<file path="config.mk">
export PLATFORM = sky130hd
export DESIGN_NAME = fetch_stage
export DESIGN_NICKNAME = d
export VERILOG_FILES = /design/src/rtl/fetch_stage.sv
export SDC_FILE = /design/constraint.sdc
export NUM_CORES = 1
export LEC_CHECK = 0
export ABC_CLOCK_PERIOD_IN_PS = 2800
export BUFFER_PORTS_ARGS = -buffer_cell sky130_fd_sc_hd__buf_2
export CAP_MARGIN = 20
export CORE_ASPECT_RATIO = 0.8
export CORE_MARGIN = 5
export CORE_UTILIZATION = 39
export CTS_CLUSTER_SIZE = 25
export DETAILED_ROUTE_END_ITERATION = 6
export PLACE_DENSITY = 0.72
export SLEW_MARGIN = 40
export SYNTH_ARGS = -nofsm -noshare
export SYNTH_HDL_FRONTEND = slang
export SYNTH_SLANG_ARGS = --single-unit
</file>
<file path="constraint.sdc">
create_clock -name clk -period 2.8 [get_ports clk]
set_input_delay 0.42 -clock clk [delete_from_list [all_inputs] [get_ports clk]]
set_output_delay 0.42 -clock clk [all_outputs]
set_load 0.02 [all_outputs]
</file>
<file path="src/rtl/fetch_stage.sv">
// Instruction fetch stage: issues one memory read per instruction, presents
// the result to decode, and follows redirects/HALT on the consuming edge.
module fetch_stage (
    input  logic        clk,
    input  logic        rst,
    input  logic        PCsel_In_FromD,
    input  logic [15:0] BJAddr_In_FromD,
    input  logic        Halt_In_FromD,
    input  logic        Stall_In,
    input  logic [15:0] IMemRdata,
    input  logic        IMemDone,
    output logic        IMemReq,
    output logic [15:0] IMemAddr,
    output logic [15:0] Instr_Out_ToD,
    output logic [15:0] PCInc_Out_ToD,
    output logic        Valid_Out_ToD,
    output logic        Halted,
    output logic        err
);

    typedef enum logic [1:0] {FETCH, WAIT, PRESENT, HALTED} stateT;

    localparam logic [15:0] NopInstr = 16'h0800;

    stateT       state, stateNext;
    logic [15:0] pc, pcNext;
    logic [15:0] instr, instrNext;
    logic [15:0] pcInc, pcIncNext;
    logic        halted, haltedNext;
    logic        errQ, errNext;

    always_ff @(posedge clk) begin
        if (rst) begin
            state  <= FETCH;
            pc     <= '0;
            instr  <= NopInstr;
            pcInc  <= '0;
            halted <= 1'b0;
            errQ   <= 1'b0;
        end else begin
            state  <= stateNext;
            pc     <= pcNext;
            instr  <= instrNext;
            pcInc  <= pcIncNext;
            halted <= haltedNext;
            errQ   <= errNext;
        end
    end

    always_comb begin
        stateNext  = state;
        pcNext     = pc;
        instrNext  = instr;
        pcIncNext  = pcInc;
        haltedNext = halted;
        errNext    = errQ;

        case (state)
            FETCH: stateNext = WAIT;
            WAIT: begin
                if (IMemDone) begin
                    instrNext = IMemRdata;
                    pcIncNext = pc + 16'd2;
                    stateNext = PRESENT;
                end
            end
            PRESENT: begin
                // Redirect/halt only act on the consuming edge, so a request
                // held across stall cycles is taken exactly once.
                if (!Stall_In) begin
                    if (Halt_In_FromD) begin
                        stateNext  = HALTED;
                        haltedNext = 1'b1;
                    end else if (PCsel_In_FromD) begin
                        pcNext    = {BJAddr_In_FromD[15:1], 1'b0};
                        stateNext = FETCH;
                        if (BJAddr_In_FromD[0]) begin
                            errNext = 1'b1;
                        end
                    end else begin
                        pcNext    = pc + 16'd2;
                        stateNext = FETCH;
                    end
                end
            end
            HALTED: stateNext = HALTED;
            default: stateNext = FETCH;
        endcase

        if (IMemDone && state != WAIT) begin
            errNext = 1'b1;
        end
    end

    assign IMemReq       = (state == FETCH);
    assign Valid_Out_ToD = (state == PRESENT);
    assign IMemAddr      = pc;
    assign Instr_Out_ToD = instr;
    assign PCInc_Out_ToD = pcInc;
    assign Halted        = halted;
    assign err           = errQ;

endmodule

</file>
==> results.py <==
metrics = {
    "power": {
        "power_density_mw_per_mm2": 509,
        "leakagePower_nw": 1.22,
        "peakVddDrop_uv": 174,
    },
    "worst_setup_path": {
        "path_delay_family": "simple AND/OR/NAND/NOR gates",
        "crit_required_ns": 2.99,
        "cp-start-kind": "flop",
        "r2r_slack_ns": 0.68,
        "slowest_stage": "nor4_1",
        "path_cells": "ha_1, nand3_1, nor4_1, mux2i_1, a31oi_1",
        "worst-path-buf-inv": 0,
        "cp.arrival_ns": 2.31,
        "ff2ff_path_depth": 5,
        "cp-end-kind": "flop",
        "worst-path-max-fanout": 9,
        "critical_path_class": "reg -> reg",
        "slowest_delay_ns": 0.55,
        "path_depth": 5,
    },
    "cells_and_area": {
        "antenna_cells": 0,
        "area_delta_synth_final_pct": 25.6,
        "nFillCells": 543,
        "final_cell_mix": "buf_2, dfxtp_1, nand2_1",
        "nNetsFinal": 367,
        "layout_commonest_cell": "buf_2",
        "fin_cells": 407,
        "drive_gt1_share_pct": 31.9,
    },
    "grt": {
        "grt_pass1_wl_um": 9470,
        "grt_max_degree": 43,
        "grt_overflow_total": 0,
        "grt_pass1_vias": 1928,
        "antenna_found_initial": 0,
        "grt_usage_pct": 16.0,
    },
    "synthesis": {
        "yosys-top-cells-area": "dfxtp_1, a22o_1, nand2_1, o21ai_0, xnor2_1",
        "synth_cell_types": 42,
        "synth_warnings": 0,
        "netlist_area_mm2": 0.00222,
        "synth_edf_count": 0,
        "avgSynthCellArea_um2": 8.74,
        "synthCells": 254,
        "synth_seq_cells": 50,
        "yosysTopAreaCellShare_pct": 45.1,
        "yosys.area.top_type": "dfxtp_1",
        "synthArstFlopShare_pct": 0,
        "synthFlopType": "dfxtp_1",
        "ys_seq_area_share_pct": 45.1,
    },
    "routing": {
        "num_vias": 2115,
        "dr.first_iter.drc_count": 107,
        "postRouteAntennaNets": 0,
        "wl_per_cell_um": 14.4,
        "drc": 0,
        "routed_wl_um": 5850,
        "vias_per_cell": 5.20,
        "dr.pass1.iters": 4,
    },
    "timing": {
        "worst_pin_slew_ns": 0.793,
        "slew_viol_final": 0,
        "relSlewSlack_pct": 47.0,
        "period_minus_slack_ns": 2.12,
        "final.setup_skew_ns": 0.00774,
        "fmax_ghz": 0.473,
        "rsz0062_at_grt": "false",
        "setup_viol": 0,
        "setup_tns_ns": 0,
        "period_share_pct": 75.6,
        "hold_viol": 0,
    },
    "cts": {
        "cts_sinks": 50,
        "cts_hold_buf": 0,
        "post_cts_buffers": 0,
        "cts.htree.levels": 2,
        "cts_resized": 0,
        "clk_latency_ns": 0.31,
        "cts_made_buffers": 5,
        "tritoncts": "done",
        "cts_buffer_depth": 2,
        "cts-root-buf": "clkbuf_8",
        "clk_pin_slew_worst_paths_ns": 0.10,
    },
    "floorplan": {
        "die_area_mm2": 0.00731,
        "core_mm2": 0.00550,
        "die_h_um": 77.5,
        "pin_count": 90,
        "num_rows": 24,
        "fp.dieW_um": 94.4,
        "initial_core_util_pct": 40.4,
    },
    "status": {
        "status": "complete, no violations",
    },
    "hold_path": {
        "min_path_type": "in -> reg",
        "whs_path_depth": 2,
    },
    "placed_design": {
        "port_buffers": 87,
        "post-place-cells": 399,
        "hpwl_um": 4310,
        "gp_congestion": 0.809,
    },
    "run": {
        "drv_cap": 0,
    },
}
cells by family (layout without fill, tap and decap cells):
family          after synthesis  count (layout)  share of synthesized area, %
simple gates                 86              86                          20.1
other cells                   1               2                         0.169
flops                        50              50                          45.1
buf+inv                      27             101                          5.41
compound gates               73              73                          22.2
mux                           3               3                          1.35
fa+ha+maj                     1               1                         0.563
xor+xnor                     13              13                          5.13
metrics by stage:
step / instance area (µm²) / power, mW / hold WS [ns] / util (%) / worst slack, ns
6_report: 2790 / 1.42 / 0.316 / 50.8 / 0.684
5_1_grt: 2790 / 1.48 / 0.298 / 50.8 / 0.444
4_1_cts: 2790 / 1.43 / 0.308 / 50.8 / 0.660
3_5_place_dp: 2680 / 0.916 / 0.436 / 48.7 / 0.652
3_3_place_gp: 2670 / 0.913 / 0.428 / 48.7 / 0.678
2_1_floorplan: 2220 / 0.854 / 0.484 / - / 0.805
path summary, 6_finish.rpt:
kind / end / from
setup / recovery: IMemAddr[15]$_SDFFE_PP0P_ / IMemAddr[1]$_SDFFE_PP0P_
hold / removal: Instr_Out_ToD[4]$_SDFFE_PP0P_ / IMemRdata[4]
setup reg to reg: IMemAddr[15]$_SDFFE_PP0P_ / IMemAddr[1]$_SDFFE_PP0P_
hold reg to reg: Instr_Out_ToD[11]$_SDFFE_PP1P_ / Instr_Out_ToD[11]$_SDFFE_PP1P_
state kept, by name, summed over array words and instances, names as in the netlist:
register and cells:
Halted 1, IMemAddr 15, Instr_Out_ToD 16, PCInc_Out_ToD 15, err 1, state 2
cell type report:
type | instances | area [µm²] | area share [%]
Multi-Input combinational cell | 178 | 1110 | 39.9
Tap cell | 78 | 97.6 | 3.50
Inverter | 4 | 15.0 | 0.538
Timing Repair Buffer | 89 | 450 | 16.2
Clock buffer | 5 | 68.8 | 2.47
Sequential cell | 50 | 1000 | 35.9
Clock inverter | 3 | 43.8 | 1.57
cell usage after synthesis, types with 5 or more instances:
master    count
dfxtp_1      50
nand2_1      33
o21ai_0      20
a22o_1       18
clkbuf_1     15
nor2_1       13
a21oi_1      12
a31oi_1      10
nor3_1        9
nand3_1       8
xnor2_1       8
xor2_1        5
report_power, final:
| group | internal, mW | switching (mW) |
|---|---|---|
| sequential | 0.731 | 0.0166 |
| combinational | 0.0584 | 0.0929 |
| clock | 0.268 | 0.253 |
| total | 1.06 | 0.363 |
layer usage:
metal  GRT usage (%)  vias to the layer above  share of wire [%]
met4            3.46                        0               0.99
met3            5.03                        7                7.3
met5               0                        -                  0
li1                -                     1060                  -
met2            26.0                       58                 47
met1            20.9                      990                 45
Power figures use the tool's default switching activity.
